## src/rtl/mem_fu_sched.sv

```systemverilog
// mem_fu_sched - shares one multi-cycle memory functional unit between two
// issue requesters. One op is accepted at a time; its operands are registered,
// a one-cycle start pulse goes to the FU, and the result (load data or store
// completion) is returned tagged with requester id and destination register.
//
// Ports:
//   clk, rst                 clock, synchronous active-high reset
//   reqN_valid/ready         issue handshake per requester (N = 0, 1)
//   reqN_mem_w/bhw/rs1/rs2/imm/rd   op fields per requester
//   fu_EN                    one-cycle start pulse to the memory FU
//   fu_mem_w/bhw/rs1_data/rs2_data/imm   registered operands to the FU
//   fu_finish, fu_mem_data   FU result strobe and read data
//   resp_valid/ready         response handshake to writeback
//   resp_id/rd/is_store/data response tag and payload
//   err_timeout              sticky watchdog flag
//
// Build option: define MEM_SCHED_RR_EN for round-robin arbitration between
// simultaneous requesters; otherwise req0 has fixed priority.
module mem_fu_sched #(
  parameter int unsigned TIMEOUT = 15
) (
  input  logic        clk,
  input  logic        rst,
  input  logic        req0_valid,
  output logic        req0_ready,
  input  logic        req0_mem_w,
  input  logic [2:0]  req0_bhw,
  input  logic [31:0] req0_rs1,
  input  logic [31:0] req0_rs2,
  input  logic [31:0] req0_imm,
  input  logic [4:0]  req0_rd,
  input  logic        req1_valid,
  output logic        req1_ready,
  input  logic        req1_mem_w,
  input  logic [2:0]  req1_bhw,
  input  logic [31:0] req1_rs1,
  input  logic [31:0] req1_rs2,
  input  logic [31:0] req1_imm,
  input  logic [4:0]  req1_rd,
  output logic        fu_EN,
  output logic        fu_mem_w,
  output logic [2:0]  fu_bhw,
  output logic [31:0] fu_rs1_data,
  output logic [31:0] fu_rs2_data,
  output logic [31:0] fu_imm,
  input  logic        fu_finish,
  input  logic [31:0] fu_mem_data,
  output logic        resp_valid,
  input  logic        resp_ready,
  output logic        resp_id,
  output logic [4:0]  resp_rd,
  output logic        resp_is_store,
  output logic [31:0] resp_data,
  output logic        err_timeout
);

  typedef enum logic [1:0] {S_IDLE, S_ISSUE, S_WAIT, S_RESP} state_t;

  state_t      r_state, w_next;
  logic        r_mem_w, r_id, r_err;
  logic [2:0]  r_bhw;
  logic [31:0] r_rs1, r_rs2, r_imm, r_resp_data;
  logic [4:0]  r_rd;
  logic [3:0]  r_cnt;
  logic        w_idle, w_grant1, w_xfer, w_timeout;

  assign w_idle = (r_state == S_IDLE);

`ifdef MEM_SCHED_RR_EN
  // r_last: 1 = req1 was granted last. Resets to 1 so req0 wins the first tie.
  logic r_last;
  assign w_grant1 = req1_valid & (~req0_valid | ~r_last);
`else
  assign w_grant1 = req1_valid & ~req0_valid;
`endif

  assign req1_ready = w_idle & w_grant1;
  assign req0_ready = w_idle & req0_valid & ~w_grant1;
  assign w_xfer     = req0_ready | req1_ready;

  // Watchdog fires on the TIMEOUT-th consecutive WAIT cycle without a finish.
  assign w_timeout = (r_state == S_WAIT) & ~fu_finish & (r_cnt == 4'(TIMEOUT - 1));

  always_comb begin
    w_next = r_state;
    case (r_state)
      S_IDLE:  if (w_xfer) w_next = S_ISSUE;
      S_ISSUE: w_next = S_WAIT;
      S_WAIT:  if (fu_finish || w_timeout) w_next = S_RESP;
      S_RESP:  if (resp_ready) w_next = S_IDLE;
      default: w_next = S_IDLE;
    endcase
  end

  always_ff @(posedge clk) begin
    if (rst) begin
      r_state     <= S_IDLE;
      r_mem_w     <= 1'b0;
      r_bhw       <= '0;
      r_rs1       <= '0;
      r_rs2       <= '0;
      r_imm       <= '0;
      r_rd        <= '0;
      r_id        <= 1'b0;
      r_cnt       <= '0;
      r_err       <= 1'b0;
      r_resp_data <= '0;
`ifdef MEM_SCHED_RR_EN
      r_last      <= 1'b1;
`endif
    end else begin
      r_state <= w_next;
      if (w_xfer) begin
        r_mem_w <= w_grant1 ? req1_mem_w : req0_mem_w;
        r_bhw   <= w_grant1 ? req1_bhw   : req0_bhw;
        r_rs1   <= w_grant1 ? req1_rs1   : req0_rs1;
        r_rs2   <= w_grant1 ? req1_rs2   : req0_rs2;
        r_imm   <= w_grant1 ? req1_imm   : req0_imm;
        r_rd    <= w_grant1 ? req1_rd    : req0_rd;
        r_id    <= w_grant1;
`ifdef MEM_SCHED_RR_EN
        r_last  <= w_grant1;
`endif
      end
      if (r_state == S_ISSUE) r_cnt <= '0;
      if (r_state == S_WAIT) begin
        if (fu_finish) begin
          r_resp_data <= r_mem_w ? 32'd0 : fu_mem_data;
        end else if (w_timeout) begin
          r_resp_data <= 32'd0;
          r_err       <= 1'b1;
        end else begin
          r_cnt <= r_cnt + 4'd1;
        end
      end
    end
  end

  // Operand and tag outputs come straight from the latched registers, so they
  // hold from acceptance until the next acceptance.
  assign fu_EN         = (r_state == S_ISSUE);
  assign fu_mem_w      = r_mem_w;
  assign fu_bhw        = r_bhw;
  assign fu_rs1_data   = r_rs1;
  assign fu_rs2_data   = r_rs2;
  assign fu_imm        = r_imm;
  assign resp_valid    = (r_state == S_RESP);
  assign resp_id       = r_id;
  assign resp_rd       = r_rd;
  assign resp_is_store = r_mem_w;
  assign resp_data     = r_resp_data;
  assign err_timeout   = r_err;

endmodule
```

## config.mk

```make
export PLATFORM = sky130hd
export DESIGN_NAME = mem_fu_sched
export DESIGN_NICKNAME = d
export VERILOG_FILES = /design/src/rtl/mem_fu_sched.sv
export SDC_FILE = /design/constraint.sdc
export NUM_CORES = 1
export LEC_CHECK = 0
export CAP_MARGIN = 30
export CORE_AREA = 2 2 154 156
export CTS_CLUSTER_DIAMETER = 30
export DETAILED_ROUTE_END_ITERATION = 6
export DIE_AREA = 0 0 156 158
export PLACE_DENSITY = 0.75
export SYNTH_ARGS = -nofsm -noshare
export SYNTH_HDL_FRONTEND = slang
export SYNTH_SLANG_ARGS = --single-unit
```

## constraint.sdc

```tcl
create_clock -name clk -period 3.42 [get_ports clk]
set_input_delay 0.684 -clock clk [delete_from_list [all_inputs] [get_ports clk]]
set_output_delay 0.684 -clock clk [all_outputs]
set_load 0.03 [all_outputs]
```

-- Word level (Yosys, flattened, before mapping)
Index checks and enable logic that the tools add are counted.
- register bits after elaboration: 145
- input bits: 248
- logic and storage cells: 52
- output and inout bits: 144
- $add $sub $neg: 1
- reductions and logical operators: 6
- bitwise operators: 10
- multiplexer cells: 17
- equality and inequality tests: 7
- operators with widths (cell ; number):
    two-way mux 32 bit ; 6
    two-way mux 4 bit ; 4
    one-hot mux 2 bit (4 select lines) ; 1
    bitwise AND 1 bit ; 6
    two-way mux 2 bit ; 3
    AND reduction 3 bit ; 2
    two-way mux 5 bit ; 1
    adder 4 x 1 -> 4 bit (second input constant) ; 1
    equality test 2 bit (second input constant) ; 2
    equality test 4 bit (second input constant) ; 1
    != test 2 x 1 -> 1 bit (second input constant) ; 2
    two-way mux 3 bit ; 1
    inverter 1 bit ; 3
    equality test 2 x 1 -> 1 bit (second input constant) ; 1
    zero test 2 bit ; 1
    != test 2 bit (second input constant) ; 1
    AND reduction 2 bit ; 1
    nonzero test 2 bit ; 1
    logical OR 1 bit ; 1
    two-way mux 1 bit ; 1
    bitwise OR 1 bit ; 1

-- Depth between registers and ports, before layout
Gate-level depths: netlist (run 1).
- word-level depth: 7
- mapped depth: 7
- depth with buffers taken out: 5

-- Worst setup path after synthesis (run 1)
No wires, ideal clock.
- path kind: input port to output port
- start point: input req1_valid
- end point: output req1_ready
- setup slack: 1.201 ns
- required time: 2.736 ns
- buffers on the path: 3
- data arrival time: 1.535 ns
- stages: 5
- path through: nor2b_1 buf_4 buf_8 buf_12 and2_1
- longest elaborated chain between the ends: 2
- ends and longest elaborated chain (item ; line ; RTL):
    start: declaration ; 32 ; input logic req1_valid,
    bitwise AND 1 bit ; 74 ; assign w_grant1 = req1_valid & ~req0_valid;
    bitwise AND 1 bit ; 77 ; assign req1_ready = w_idle & w_grant1;
    end: declaration ; 33 ; output logic req1_ready,
No other way between the ends.

-- Worst setup path after layout (run 1)
- start point: input req0_valid
- end point: output req0_ready
- longest elaborated chain between the ends: 4
- elaborated cells on any way between the ends: 5
- classes of those cells: bitwise (5)
- ends and longest elaborated chain (item ; line ; RTL):
    start: declaration ; 24 ; input logic req0_valid,
    inverter 1 bit ; 74 ;
    bitwise AND 1 bit ; 74 ;
    inverter 1 bit ; 78 ; assign req0_ready = w_idle & req0_valid & ~w_grant1;
    bitwise AND 1 bit (*) ; 78 ;
    end: declaration ; 25 ; output logic req0_ready,
Mark *: on every way between the ends. The rest lies on a longest branch, timed or not.

==> results of run 1 <==
sequential cells by signal, summed over array words and instances, names as in the netlist:
signal / cells
err_timeout: 1
fu_bhw: 3
fu_imm: 32
fu_mem_w: 1
fu_rs1_data: 32
fu_rs2_data: 32
r_cnt: 4
r_state: 2
resp_data: 32
resp_id: 1
resp_rd: 5
cells by family after synthesis:
logic type               Yosys count  share of synthesized area [%]
AO/OA/AOI/OAI                    118                           13.5
buffers and inverters             64                           5.63
adder cells (fa/ha/maj)            6                           1.16
flip-flops                       145                           44.8
AND/OR/NAND/NOR                  195                           13.5
multiplexers                     139                           21.5
final cells by class:
class                           count  area [sq um]
Sequential cell                   145          2900
Multi-Input combinational cell    458          3250
Tap cell                          290           363
Clock inverter                     14           154
Inverter                            5          18.8
Fill cell                        2178         11800
Timing Repair Buffer              407          4090
Clock buffer                       18           429
worst min-delay path, stage by stage (launching register included):
cell and delay, ns:
dfxtp_1 0.31, nand2b_1 0.06, mux2i_1 0.06
stage by stage:
| stage | total power, mW | cells | hold slack [ns] | worst slack (ns) |
|---|---|---|---|---|
| 2_1_floorplan | 4.63 | 667 | 0.482 | 1.20 |
| 3_3_place_gp | 6.18 | 1305 | 0.455 | 0.633 |
| 3_5_place_dp | 6.24 | 1305 | 0.468 | 0.617 |
| 4_1_cts | 8.14 | 1337 | 0.480 | 0.611 |
| 5_1_grt | 8.52 | 1337 | 0.502 | 0.550 |
| 6_report | 8.03 | 1337 | 0.475 | 0.611 |
power groups by stage:
| stage | clock [mW] | combinational, mW | sequential, mW |
|---|---|---|---|
| after floorplan | 0 | 1.35 | 3.27 |
| after global placement | 0 | 3.76 | 2.42 |
| after detailed placement | 0 | 3.80 | 2.44 |
| after CTS | 1.92 | 3.81 | 2.41 |
| after global routing | 2.00 | 4.06 | 2.46 |
| final | 1.86 | 3.77 | 2.40 |
metal layers:
metal,track usage [%],part of all wire (%),up-vias
met1,19.3,41,2782
met2,27.4,49,230
met4,4.94,1.6,0
li1,-,-,3105
met5,0,0,-
met3,6.05,8.1,23
layout by cell type (no fill, tap or decap), drive strengths merged:
cell           count
ha                 6
nor2             107
o21ai              3
nor3b              3
nor3               1
dfxtp            145
clkinv             5
a31oi              1
and3               1
mux2i            139
nand2             33
nand3              5
buf               18
a211o              2
clkbuf            18
clkinvlp           2
o21bai             1
and2               2
clkdlybuf4s50    389
a222oi             1
o21a               1
bufinv             2
inv               10
nor2b              3
or3                2
or4b               1
nand2b            36
a21oi              4
a211oi           105
nand4              1
worst paths after layout:
kind,startpoint,slack (ns),to,depth (start not counted)
setup / recovery,req0_valid,0.61,req0_ready,3
hold / removal,resp_data[8],0.47,resp_data[8],2
hold reg to reg,resp_data[8],0.47,resp_data[8],2
setup reg to reg,r_state[0],1.48,fu_rs1_data[19],6
==> flow_summary_export.csv, run 1 <==
group,metric,value,unit
global_route,track_usage,16.3,%
placed_design,io_buffers,391,
synthesis,ys.flop_type,"dfxtp_1",
route,avgRoutedWirePerCell,15.5,microns
floorplanning,die_x,156,microns
floorplanning,io_pins,392,
sta,period_share,82.1,%
run,max_cap_violations,0,
synthesis,synth_top_area_share,44.8,%
synthesis,synthCells,667,
route,postRouteWirelength,20800,microns
final_layout,antenna_cells,0,
global_route,grt-ovfl-total,0,
route,drcViolationCount,0,
sta,rsz0062_at_grt,"false",
floorplanning,num_rows,56,
sta,finalCriticalPeriod,2.81,ns
sta,finClkSkew,0.0164,ns
clocking,cts_hold_buf,0,
sta,maxSlewViolCount,0,
clocking,tritoncts,"built",
critical_path,path_max_fanout,4,
clocking,cts_sinks,145,
final_layout,area_growth,72.8,%
synthesis,ys_types,32,
route,first_pass_iters,4,
placed_design,placed_cell_area,10600,sq um
sta,hold_viol,0,
power_and_ir_drop,vdd_drop_max,0.000380,V
hold_path,hp-class,"register to register",
critical_path,max_stage_delay,0.68,ns
final_layout,layout.nets,1288,
floorplanning,die_area,24600,sq um
critical_path,cp_num_buf_inv,2,
final_layout,finalCoreUtilization,48.6,%
synthesis,synth.avg_cell_area,9.72,sq um
global_route,grt_max_degree,77,
power_and_ir_drop,p_int,4.87,mW
critical_path,crit_arrival,2.12,ns
synthesis,synth_nets,921,
power_and_ir_drop,pwr-share-seq,29.9,%
synthesis,yosysSeqAreaShare,44.8,%
sta,finalSetupTns,0,ns
placed_design,place_congestion,0.821,
critical_path,required,2.74,ns
route,vias,6140,
power_and_ir_drop,powerDensity,717,nW/um^2
synthesis,synth_top_cell_by_area,"dfxtp_1",
clocking,htreeDepth,4,
run_status,status,"finished, final reports clean",
power_and_ir_drop,combPwrFrac,46.9,%
synthesis,ys_ff_latch,145,
synthesis,synth_area,6480,sq um
clocking,numCtsBuffers,17,
floorplanning,design.core.area,23100,sq um
synthesis,synth_common_cells,"dfxtp_1, mux2i_1, nor2_1, a211oi_1, nand2b_1",
final_layout,final_area,11200,sq um
synthesis,yosysMostFrequentCell,"dfxtp_1",
clocking,ctsResizeCount,0,
global_route,grt_pass1_vias,6012,
clocking,cts_root_buf,"clkbuf_16",
synthesis,synth-edff-count,0,
route,viasPerCell,4.59,
route,ant_nets,0,
synthesis,synth-async-reset-ratio,0,%
global_route,grt_pass1_wl,31600,microns
floorplanning,floorplan.initialDensity,28.1,%
power_and_ir_drop,switching_share,39.3,%
global_route,antenna_found_initial,0,
power_and_ir_drop,clockPowerShare,23.2,%
power_and_ir_drop,switchingPower,3.16,mW
sta,tightest_slew,0.685,ns
synthesis,yosys_warnings,0,
critical_path,crit_chain,"clkdlybuf4s50_1 -> and2_1 -> clkdlybuf4s50_1",
clocking,cts.clk_slew.worst_paths,0.06,ns
route,drtIter0Drc,246,
clocking,cts_setup_buffers,0,
floorplanning,die_h,158,microns
critical_path,slowest_stage,"clkdlybuf4s50_1",
critical_path,cp_common_cell,"clkdlybuf4s50_1",
power_and_ir_drop,leakage,4.31,nW
critical_path,cp_top_family,"buffers and inverters",
sta,setup_viol,0,
critical_path,startpoint_type,"primary input",
sta,fmax,356,MHz
sta,slew_headroom,54.3,%
critical_path,path_class,"primary input to primary output",
final_layout,drive_gt1_share,5.16,%
placed_design,hpwl,15800,microns
critical_path,critPathCaptureType,"primary output",
clocking,clk_path_buf_depth,2,
synthesis,ys_top_cells_by_area,"dfxtp_1, mux2i_1, a211oi_1",
clocking,clk_latency,0.42,ns
Note: power is estimated with default switching activity, not from simulation.
==> inputs of run 2 (changes only) <==
CORE_AREA = 2 2 151 153   (was 2 2 154 156)
DIE_AREA = 0 0 153 155   (was 0 0 156 158)
PLACE_DENSITY = 0.77   (was 0.75)
clock period = 2.75 ns   (was 3.42 ns; I/O delays follow)
==> flow_summary_export.csv, run 2 (synthesized netlist as in run 1, its figures left out) <==
group,metric,value,unit
sta,period_share,91.5,%
route,viasPerCell,4.61,
clocking,cts_root_buf,"clkbuf_16",
final_layout,drive_gt1_share,4.88,%
run_status,status,"finished, final reports clean",
floorplanning,io_pins,392,
critical_path,reg2reg_depth,6,
critical_path,path_class,"register to primary output",
placed_design,hpwl,15800,microns
hold_path,hp-class,"register to register",
floorplanning,design.core.area,22200,sq um
global_route,grt_pass1_vias,6121,
sta,hold_viol,0,
sta,rsz0062_at_grt,"false",
floorplanning,die_h,155,microns
critical_path,crit_arrival,1.97,ns
critical_path,critPathCaptureType,"primary output",
global_route,antenna_found_initial,0,
route,drcViolationCount,0,
floorplanning,floorplan.initialDensity,29.2,%
sta,finClkSkew,0.00980,ns
sta,finalCriticalPeriod,2.52,ns
critical_path,slowest_stage,"clkdlybuf4s50_1",
sta,tightest_slew,0.554,ns
clocking,htreeDepth,4,
route,vias,6133,
route,ant_nets,0,
critical_path,crit_chain,"inv_1 -> ha_1 -> and2_1 -> clkdlybuf4s50_1",
placed_design,io_buffers,391,
critical_path,max_stage_delay,0.67,ns
clocking,numCtsBuffers,17,
sta,setup_viol,0,
route,avgRoutedWirePerCell,15.9,microns
hold_path,hold_depth,2,
floorplanning,die_x,153,microns
clocking,cts_sinks,145,
power_and_ir_drop,finalPower,10.0,mW
placed_design,place_inst,1299,
final_layout,area_growth,73.1,%
run,max_cap_violations,0,
power_and_ir_drop,vdd_drop_max,0.000467,V
sta,finalSetupTns,0,ns
sta,fmax,398,MHz
global_route,track_usage,17.2,%
clocking,cts.clk_slew.worst_paths,0.06,ns
critical_path,required,2.20,ns
clocking,clk_path_buf_depth,2,
final_layout,layout.nets,1287,
clocking,cts_setup_buffers,0,
critical_path,path_max_fanout,6,
power_and_ir_drop,powerDensity,891,nW/um^2
global_route,grt-ovfl-total,0,
final_layout,final_common_cell,"clkdlybuf4s50_1",
global_route,grt_max_degree,105,
clocking,cts_hold_buf,0,
final_layout,final_cell_count_no_fill,1331,
sta,slew_headroom,63.1,%
final_layout,antenna_cells,0,
route,drtIter0Drc,184,
clocking,clk_latency,0.41,ns
clocking,ctsResizeCount,0,
route,postRouteWirelength,21200,microns
global_route,grt_pass1_wl,32500,microns
critical_path,startpoint_type,"register",
route,first_pass_iters,4,
floorplanning,die_area,23700,sq um
floorplanning,num_rows,55,
clocking,tritoncts,"built",
power_and_ir_drop,leakage,4.32,nW
placed_design,place_congestion,0.774,
sta,maxSlewViolCount,0,
final_layout,fill_cells,2078,
final_layout,layout_common_cells,"clkdlybuf4s50_1, dfxtp_1, mux2i_1",
==> run 2: changes by cell type in the layout (fill, tap and decap cells not counted), sizes merged <==
cell    change
buf         -1
inv         -3
bufinv      +1
clkbuf      +2
==> run 2: layer usage <==
metal	global-route usage, %	vias to the layer above	part of all wire [%]
li1	-	3104	-
met1	19.9	2788	42
met2	29.8	215	49
met3	6.35	26	7.5
met4	5.07	0	1.9
met5	0	-	0
==> run 2: area by class of cell <==
type | instances | area, sq um | area share (%)
clock inverters | 12 | 159 | 1.42
well taps | 285 | 357 | 3.18
repair buffers | 406 | 4110 | 36.6
clock buffers | 20 | 437 | 3.89
flip-flops and latches | 145 | 2900 | 25.9
inverters | 5 | 18.8 | 0.167
multi-input cells | 458 | 3250 | 28.9
==> run 2: critical path: cells and delay by family (launching register included) <==
kind          cells  cell delay [ns]
fa+ha+maj         1             0.28
flops             1             0.34
buf+inv           2             0.76
simple gates      1             0.18
==> run 2: where the power goes <==
part           internal, mW  switching (mW)
registers              2.68           0.309
logic                  1.97            2.68
clock network          1.44           0.938
==> run 2: final timing paths <==
kind                  from             to  slack [ns]
min          resp_data[22]  resp_data[22]        0.47
max             r_state[0]     req0_ready        0.23
min reg2reg  resp_data[22]  resp_data[22]        0.47
max reg2reg       r_cnt[0]  resp_data[26]        0.86
==> run 2: through the flow <==
step / utilization (%) / instance area [sq um] / hold slack [ns] / setup slack, ns
after floorplan: - / 6480 / 0.482 / 0.799
after global placement: 47.8 / 10600 / 0.459 / 0.357
after detailed placement: 47.8 / 10600 / 0.464 / 0.364
after CTS: 50.5 / 11200 / 0.478 / 0.195
after global routing: 50.5 / 11200 / 0.493 / 0.109
final: 50.5 / 11200 / 0.473 / 0.235
